File: src/rtl/stream_mux_pkg.sv
// stream_mux_pkg
// Shared definitions for the stream multiplexer / arbiter slice.
//   mode_e               : output selection mode (explicit select or round-robin)
//   NumChMin / NumChMax  : legal bounds on the channel count parameter
//   next_ptr()           : round-robin pointer advance that wraps at the channel
//                          count rather than at a power of two
package stream_mux_pkg;

  typedef enum logic {
    MODE_SELECT = 1'b0,
    MODE_RR     = 1'b1
  } mode_e;

  localparam int NumChMin = 2;
  localparam int NumChMax = 32;

  // The pointer moves to the channel after the one just granted. It wraps at
  // num_ch so that non-power-of-two channel counts never point at a
  // nonexistent channel.
  function automatic int next_ptr(input int gnt, input int num_ch);
    return (gnt == num_ch - 1) ? 0 : gnt + 1;
  endfunction

endpackage

File: src/rtl/rr_arbiter.sv
// rr_arbiter
// Purely combinational round-robin arbiter. Starting at ptr, it scans upward
// through the request vector and wraps at NumCh. The first channel found
// requesting wins.
// Ports:
//   req      in   NumCh  per-channel request
//   ptr      in   SelW   highest-priority channel this cycle (always < NumCh)
//   gnt      out  SelW   index of the winning channel (0 when nothing requests)
//   gnt_vld  out  1      at least one channel is requesting
module rr_arbiter
  import stream_mux_pkg::*;
#(
  parameter  int NumCh = 8,
  localparam int SelW  = $clog2(NumCh)
) (
  input  logic [NumCh-1:0] req,
  input  logic [SelW-1:0]  ptr,
  output logic [SelW-1:0]  gnt,
  output logic             gnt_vld
);

  logic [SelW-1:0] cand;

  // The candidate index is formed in int arithmetic and folded back below
  // NumCh. The narrowed SelW-bit value is therefore always a legal channel,
  // even when NumCh is not a power of two.
  always_comb begin
    int sum;
    gnt     = '0;
    gnt_vld = 1'b0;
    cand    = '0;
    sum     = 0;
    for (int i = 0; i < NumCh; i++) begin
      sum = int'(ptr) + i;
      if (sum >= NumCh) begin
        sum = sum - NumCh;
      end
      cand = sum[SelW-1:0];
      if (!gnt_vld && req[cand]) begin
        gnt     = cand;
        gnt_vld = 1'b1;
      end
    end
  end

endmodule

File: src/rtl/stream_mux_arb.sv
// stream_mux_arb
// N-channel, W-bit stream multiplexer with a registered output stage.
// Each input channel has its own valid/ready handshake. The channel is picked
// either by an explicit select or by round-robin arbitration, and the output
// word carries the index of the channel that produced it.
// The block sustains one word per cycle with one cycle of latency.
// Ports:
//   clk_i    in   1            clock, rising edge
//   rst_i    in   1            synchronous active-low reset
//   mode_i   in   1            0 = select mode, 1 = round-robin mode
//   sel_i    in   SelW         channel index used in select mode
//   valid_i  in   NumCh        per-channel valid
//   data_i   in   NumCh*Width  packed channel data, channel k at [k*Width +: Width]
//   ready_o  out  NumCh        per-channel ready, at most one bit set
//   valid_o  out  1            output word valid
//   data_o   out  Width        output word
//   ch_o     out  SelW         source channel of data_o
//   ready_i  in   1            consumer ready
module stream_mux_arb
  import stream_mux_pkg::*;
#(
  parameter  int Width = 16,
  parameter  int NumCh = 8,
  localparam int SelW  = $clog2(NumCh)
) (
  input  logic                   clk_i,
  input  logic                   rst_i,
  input  logic                   mode_i,
  input  logic [SelW-1:0]        sel_i,
  input  logic [NumCh-1:0]       valid_i,
  input  logic [NumCh*Width-1:0] data_i,
  output logic [NumCh-1:0]       ready_o,
  output logic                   valid_o,
  output logic [Width-1:0]       data_o,
  output logic [SelW-1:0]        ch_o,
  input  logic                   ready_i
);

  mode_e           mode;
  logic [SelW-1:0] ptr;
  logic [SelW-1:0] rr_gnt;
  logic            rr_gnt_vld;
  logic [SelW-1:0] gnt;
  logic            grant_vld;
  logic            sel_in_range;
  logic            load_en;
  logic            xfer;
  logic [Width-1:0] ch_data [NumCh];

  assign mode = mode_e'(mode_i);

  // Unpack the flat data bus so the granted word can be picked with a plain
  // array index.
  for (genvar k = 0; k < NumCh; k++) begin : g_unpack
    assign ch_data[k] = data_i[k*Width +: Width];
  end

  rr_arbiter #(
    .NumCh (NumCh)
  ) u_rr_arbiter (
    .req     (valid_i),
    .ptr     (ptr),
    .gnt     (rr_gnt),
    .gnt_vld (rr_gnt_vld)
  );

  // sel_i can encode indices beyond the last channel when NumCh is not a
  // power of two. Such values must never produce a grant.
  assign sel_in_range = (int'(sel_i) < NumCh);

  // Select mode uses sel_i directly. Round-robin mode takes the arbiter's
  // winner. Mode is sampled every cycle and keeps no state of its own.
  always_comb begin
    gnt       = '0;
    grant_vld = 1'b0;
    if (mode == MODE_SELECT) begin
      gnt       = sel_i;
      grant_vld = sel_in_range && valid_i[sel_i];
    end else begin
      gnt       = rr_gnt;
      grant_vld = rr_gnt_vld;
    end
  end

  // The output stage can take a word when it is empty, or when its current
  // word leaves on this same edge. This allows drain and fill without a bubble.
  assign load_en = !valid_o || ready_i;

  // A grant already implies valid_i[gnt], so a transfer happens exactly when
  // ready is offered to the granted channel. Holding ready low during reset
  // keeps producers from seeing a transfer that the reset would discard.
  assign xfer = load_en && grant_vld && rst_i;

  // Drive a one-hot ready back to the granted channel only.
  always_comb begin
    ready_o = '0;
    if (xfer) begin
      ready_o[gnt] = 1'b1;
    end
  end

  // Output register and round-robin pointer. The pointer also advances on
  // select-mode transfers, so a later switch to round-robin continues fairly
  // from the last channel served. Outputs depend only on registered state,
  // so ready_i has no combinational path to data_o or valid_o.
  always_ff @(posedge clk_i) begin
    if (!rst_i) begin
      valid_o <= 1'b0;
      data_o  <= '0;
      ch_o    <= '0;
      ptr     <= '0;
    end else if (xfer) begin
      valid_o <= 1'b1;
      data_o  <= ch_data[gnt];
      ch_o    <= gnt;
      ptr     <= SelW'(next_ptr(int'(gnt), NumCh));
    end else if (ready_i) begin
      valid_o <= 1'b0;
    end
  end

endmodule
File: config.mk
export PLATFORM = sky130hd
export DESIGN_NAME = stream_mux_arb
export DESIGN_NICKNAME = d
export VERILOG_FILES = /design/src/rtl/stream_mux_pkg.sv /design/src/rtl/rr_arbiter.sv /design/src/rtl/stream_mux_arb.sv
export SDC_FILE = /design/constraint.sdc
export NUM_CORES = 1
export LEC_CHECK = 0
export ABC_AREA = 0
export CAP_MARGIN = 30
export CORE_MARGIN = 5
export CORE_UTILIZATION = 41
export CTS_CLUSTER_DIAMETER = 200
export DETAILED_ROUTE_END_ITERATION = 8
export GPL_TIMING_DRIVEN = 0
export MAX_ROUTING_LAYER = met4
export PLACE_DENSITY = 0.92
export SETUP_SLACK_MARGIN = 0.3
export SLEW_MARGIN = 20
export SYNTH_ARGS = -nofsm -noshare
export SYNTH_HDL_FRONTEND = slang
export SYNTH_SLANG_ARGS = --single-unit
File: constraint.sdc
create_clock -name clk_i -period 6.1 [get_ports clk_i]
set_clock_uncertainty 0.15 [all_clocks]
set_input_delay 1.525 -clock clk_i [delete_from_list [all_inputs] [get_ports clk_i]]
set_output_delay 1.525 -clock clk_i [all_outputs]
set_load 0.1 [all_outputs]
==> metrics.txt, run 1 <==
antenna violations before repair=0; status=finished clean; CP Data Required Time=4.43 ns; Top Metal Used=met4; number of max-cap violations=0; Clock Sinks=23; Die H=100 um; wire per inst=25.7 um; Worst EP arrival=4.32 ns; Max IR drop VDD=0.129 mV; final hold vios=0; Critical-path top delay cell=or4_4; clock-pin slew on the worst setup and hold paths=0.08 ns; largest stage delay on the critical path=0.54 ns; final setup vio count=0; vias in the first global route=4348; RSZ-0062 raised after global routing=yes; clock buffer depth=2; worst hold slack=0.384 ns; non-filler cells, final=670; I/O pin count=171; Setup TNS=0 ns; area growth from synthesis to final layout=81.4%; post-route minimum period=6.00 ns; # diodes=0; Initial DRC Count=267; final period utilization=98.3%; filler cell count=469; largest net degree at the start of global routing=13; num rows=33; metal1 wirelength=6040 um; DR WL met3=1600 um; CP Cell Sequence=buf_2 > mux2_4 > a22o_4 > or4_4 > a21oi_4 > a311oi_4 > nor4b_4 > and2_4 > buf_6 > nor2b_4 > buf_12; Yosys cell types=65; Syn. warnings=0; Die W=100 um; pre-CTS setup slack=-1.53 ns; CTS root buffer=clkbuf_8; top_reg_cell synth=dfxtp_1; total CTS buffers=3; CP Class=in -> out; Vias=4316; max_slew headroom=30.3%; CP Max Fanout=9; CTS tree=done; ANT nets after route=0; f_max=167 MHz; drt drc=0; first-pass GRT wire length=24200 um; min-delay worst type=reg -> reg; grt ovf=0; setup ws final=0.104 ns; Vias/cell=6.44; Leakage=0.00228 uW; Initial Util=41.4%; cts hold-fix bufs=0; hpwl dp=11100 um; nets@finish=711; post-synthesis sequential area ratio=13.8%; syn avg cell area=9.73 um2; Slew @ Worst Pin=1.04 ns; Routed WL=17200 um; buffers plus inverters on the worst setup path=3; kind of cell adding the most delay to the critical path=simple AND/OR/NAND/NOR gates; Syn Nets=489; Pwr Density=249 nW/um2; fraction of layout cells with a size suffix above 1=35.2%; Post-Syn Area=3350 um2; I/O Buffers=169; Worst setup EP type=output port; Post-synth EDFFs=0; placed instance count=618; Die ar.=10100 um2; H-tree Lvls=1; Async S/R FF share, synth=0%; Core ar.=8090 um2; Mapped Cells=344; Clock Latency Late Sink=0.27 ns; gpl congestion=0.931; met2 wire len=8500 um; TritonRoute pass-1 iters=5; Setup crit start kind=input pin; #FFs+latches synth=23; gr usage total=31.4%; fin. max-slew vios=0
==> per-layer routing <==
| metal | track usage [%] | vias to the layer above |
|---|---|---|
| met2 | 55.8 | 339 |
| met4 | 14.9 | 0 |
| li1 | - | 1822 |
| met1 | 32.7 | 2057 |
| met3 | 7.23 | 98 |
| met5 | - | - |
==> registers in the layout (all words and copies together) (netlist names) <==
name,cells
data_o,16
valid_o,1
ptr,3
ch_o,3
==> logic make-up (layout without fill, tap and decap cells) <==
group / after synthesis / count (layout) / share of synthesized area, %
xor+xnor: 4 / 4 / 1.05
mux: 95 / 95 / 36.8
flops: 23 / 23 / 13.8
fa+ha+maj: 2 / 2 / 0.747
buf+inv: 35 / 256 / 7.06
simple gates: 81 / 81 / 13.6
compound gates: 104 / 104 / 26.9
==> final timing paths <==
check                      endpoint  slack [ns]            startpoint  depth (start not counted)
max reg2reg  data_o[4]$_SDFFE_PN0P_        1.40   ptr[0]$_SDFFE_PN0P_                         18
min            ch_o[2]$_SDFFE_PN0P_        0.38  ch_o[2]$_SDFFE_PN0P_                          2
max                      ready_o[1]        0.10            valid_i[1]                         11
min reg2reg    ch_o[2]$_SDFFE_PN0P_        0.38  ch_o[2]$_SDFFE_PN0P_                          2
==> placed cells by master (no fill, tap or decap), drive strengths merged, types with 3 or more instances in the layout <==
cell           Yosys  final
clkbuf             9     13
o21ai             11     11
mux2i             37     37
a221oi             9      9
clkdlybuf4s50      0    154
a22o              11     11
dfxtp             23     23
nor2               6      6
a2bb2oi            3      3
mux4              15     15
nand2             29     29
inv                5      4
nor2b             12     12
o221ai            15     15
a21oi             14     14
xnor2              3      3
nand3              5      5
a211oi            13     13
and2               7      7
and3               5      5
a2111oi            3      3
mux2              43     43
nand2b             4      4
o22ai              9      9
nor3               3      3
buf               21     84
==> final cells by class <==
type,instances,area (um2),area share [%]
multi-input cells,286,2980,49.0
inverters,5,22.5,0.371
flip-flops and latches,23,462,7.60
repair buffers,217,2130,35.0
plain buffers,30,307,5.05
clock buffers,4,45.0,0.742
well taps,105,131,2.16
==> cells in the mapped netlist, types with 2 or more instances <==
cell type / count / area share, %
mux2_4: 9 / 4.0
o21ai_0: 8 / 1.2
and2_1: 6 / 1.1
nand2_2: 2 / 0.37
a211oi_1: 4 / 0.90
xnor2_1: 3 / 0.78
a21oi_1: 14 / 2.1
inv_1: 5 / 0.56
and3_1: 5 / 0.93
nand2b_1: 4 / 0.75
nor2_1: 6 / 0.67
a211oi_2: 9 / 3.4
a22o_1: 11 / 2.9
o22ai_1: 8 / 1.5
a221oi_2: 8 / 3.6
o211ai_1: 2 / 0.45
nand3_1: 5 / 0.75
nand2_1: 26 / 2.9
a2111oi_0: 2 / 0.52
mux2i_2: 2 / 0.82
mux2_2: 21 / 7.1
nor3_1: 3 / 0.45
dfxtp_1: 23 / 14
mux2_1: 13 / 4.4
ha_1: 2 / 0.75
o21ai_1: 3 / 0.45
or3_1: 2 / 0.37
buf_6: 10 / 3.4
buf_2: 8 / 1.2
o211a_1: 2 / 0.60
mux4_2: 15 / 10
o31ai_1: 2 / 0.45
o221ai_1: 15 / 3.9
clkbuf_1: 9 / 1.0
a2bb2oi_1: 2 / 0.52
mux2i_1: 35 / 10
nor2b_1: 12 / 2.2
==> timing repair <==
action / in CTS / in global routing
buffers inserted: 27 / 18
resized for setup: 151 / 20
pin swaps: 16 / 14
cloned: 2 / 1
setup endpoints to repair: 8 / 8
==> through the flow <==
step / util (%) / area (um2) / power, uW
floorplan: - / 3440 / 899
global placement: 65.1 / 5270 / 1140
detailed placement: 65.1 / 5270 / 1170
CTS: 72.1 / 5830 / 1400
global route: 75.0 / 6070 / 1560
finish: 75.0 / 6070 / 1510
==> tightest hold or removal path: cells and delay by family, from the launching register on <==
kind	cells	cell delay [ns]
AO/OA/AOI/OAI	1	0.09
flip-flops	1	0.33
AND/OR/NAND/NOR	1	0.09
==> power breakdown <==
| group | internal, uW | total [uW] | switching (uW) |
|---|---|---|---|
| sequential | 172 | 189 | 16.9 |
| combinational | 553 | 1220 | 672 |
| clock | 46.7 | 99.4 | 52.7 |
| total | 772 | 1510 | 741 |
(Power assumes the default switching activity.)
==> inputs of run 2 (changes only) <==
--- a/config.mk
+++ b/config.mk
@@ -12,7 +12,6 @@
 export CTS_CLUSTER_DIAMETER = 200
 export DETAILED_ROUTE_END_ITERATION = 8
 export GPL_TIMING_DRIVEN = 0
-export MAX_ROUTING_LAYER = met4
 export PLACE_DENSITY = 0.92
 export SETUP_SLACK_MARGIN = 0.3
 export SLEW_MARGIN = 20
==> metrics.txt, run 2 (synthesized netlist as in run 1, its figures left out) <==
status=finished clean; Core ar.=8090 um2 (unchanged); Initial DRC Count=344 (+29%); antenna violations before repair=0 (unchanged); final hold vios=0 (unchanged); max_slew headroom=30.3% (about the same); CP most frequent cell=buf_12; Max IR drop VDD=0.112 mV (-13%); largest net degree at the start of global routing=15 (+2); number of max-cap violations=0 (unchanged); Critical-path top delay cell=mux4_2; Routed WL=17000 um (-1.3%); I/O pin count=171 (unchanged); final period utilization=98.7% (+0.37 points); placed instance count=618 (unchanged); TritonRoute pass-1 iters=5 (unchanged); # diodes=0 (unchanged); most frequent cells in the layout=154 x clkdlybuf4s50_1, 46 x buf_4, 34 x mux2i_1; CP Data Required Time=4.43 ns (about the same); CP Class=in -> out; Die ar.=10100 um2 (unchanged); ANT nets after route=0 (unchanged); Slew @ Worst Pin=1.04 ns (-0.0000694 ns); gpl congestion=0.901 (-3.3%); Initial Util=41.4% (unchanged); CP Cell Sequence=buf_2 > mux4_2 > mux2_4 > nor2_2 > or4b_4 > a2bb2oi_4 > and2_4 > buf_12 > buf_12 > and3_4 > buf_12; Die W=100 um (unchanged); CTS root buffer=clkbuf_8; fin. max-slew vios=0 (unchanged); nets@finish=709 (-0.28%); hpwl dp=11200 um (+1.1%); Pwr Density=246 nW/um2 (-1.1%); post-route minimum period=6.02 ns (+0.0226 ns); multi-input logic area=2980 um2 (about the same); Clock Sinks=23 (unchanged); RSZ-0062 raised after global routing=yes; final setup vio count=0 (unchanged); CP Max Fanout=10 (+1); I/O Buffers=169 (unchanged); cts hold-fix bufs=0 (unchanged); Vias/cell=6.40 (-0.72%); clock-pin slew on the worst setup and hold paths=0.10 ns (+0.02 ns); vias in the first global route=4209 (-3.2%); wire per inst=25.5 um (-1.0%); first-pass GRT wire length=23400 um (-3.3%); Worst EP arrival=4.34 ns (+0.02 ns); gr usage total=29.6% (-1.8 points); Top reg by flops=data_o; min-delay worst type=reg -> reg; f_max=166 MHz (-0.38%); clock buffer depth=2 (unchanged); non-filler cells, final=668 (-0.30%); worst hold slack=0.418 ns (+0.0337 ns); Leakage=0.00230 uW (+0.87%); Vias=4272 (-1.0%); Largest regs=data_o x16, ch_o x3, ptr x3; grt ovf=0 (unchanged); H-tree Lvls=1 (unchanged); commonest non-fill, non-tap cell in the layout=clkdlybuf4s50_1; Setup crit start kind=input pin; max reg flops=16 (unchanged); drt drc=0 (unchanged); largest stage delay on the critical path=0.57 ns (+0.03 ns); pre-CTS setup slack=-1.55 ns (-0.0236 ns); Die H=100 um (unchanged); Worst setup EP type=output port; filler cell count=471 (+0.43%); total CTS buffers=3 (unchanged); num rows=33 (unchanged); area growth from synthesis to final layout=80.8%; CTS tree=done; setup ws final=0.0810 ns (-0.0226 ns); fraction of layout cells with a size suffix above 1=35.0% (-0.23 points); register area=460 um2 (-0.27%); Clock Latency Late Sink=0.29 ns (+0.02 ns)
-- run 2: cell types whose count changed in the layout (fill, tap and decap cells not counted), moves of 2 or more --
cell / change
a2bb2oi_2: -2
buf_12: +2
buf_4: -2
buf_8: -2
-- run 2: final cells by class --
class / instances / share of cell area (%)
multi-input combinational: 286 / 49.2
timing repair buffer: 215 / 34.7
sequential: 23 / 7.61
buffer: 30 / 5.19
tap: 105 / 2.17
clock buffer: 3 / 0.682
inverter: 5 / 0.310
clock inverter: 1 / 0.124
-- run 2: per-stage QoR --
| stage | utilization, % | power (uW) | setup TNS (ns) | cell area [um2] |
|---|---|---|---|---|
| after floorplan | - | 899 | 0 | 3440 |
| after global placement | 65.1 | 1140 | -10.50 | 5270 |
| after detailed placement | 65.1 | 1160 | -11.08 | 5270 |
| after CTS | 71.4 | 1380 | 0 | 5770 |
| after global routing | 74.8 | 1540 | 0 | 6050 |
| final | 74.8 | 1490 | 0 | 6050 |
-- run 2: where the power goes --
part           switching [uW]  internal, uW  total [uW]
clock network            62.4          46.6         109
registers                16.5           171         188
logic                     661           534        1190
-- run 2: critical path, delay by kind of cell --
family	cells	cell delay [ns]
multiplexers	2	0.91
AND/OR/NAND/NOR	4	1.13
buffers and inverters	4	0.58
AO/OA/AOI/OAI	1	0.19
-- run 2: per-layer routing --
metal	part of all wire, %	wire length [um]	up-vias	GRT usage, %
li1	-	-	1813	-
met1	35	6000	2075	32.9
met2	50	8580	305	55.3
met3	8.5	1440	79	4.79
met4	5.9	998	0	12.4
met5	0	0	-	0
-- run 2: what timing repair did --
action                                  4_1_cts  5_1_grt
setup buffers                                26       19
pin swaps                                    15       11
endpoints found under the setup margin        8        8
resized for setup                           142       32
gates cloned                                  1        0
-- run 2: path summary, 6_finish.rpt --
check                       startpoint                     end  slack, ns  cells past startpoint
setup / recovery            valid_i[0]              ready_o[6]       0.08                     11
setup reg to reg   ptr[0]$_SDFFE_PN0P_  data_o[8]$_SDFFE_PN0P_       1.48                     18
hold / removal    ch_o[0]$_SDFFE_PN0P_    ch_o[0]$_SDFFE_PN0P_       0.42                      2
hold reg to reg   ch_o[0]$_SDFFE_PN0P_    ch_o[0]$_SDFFE_PN0P_       0.42                      2
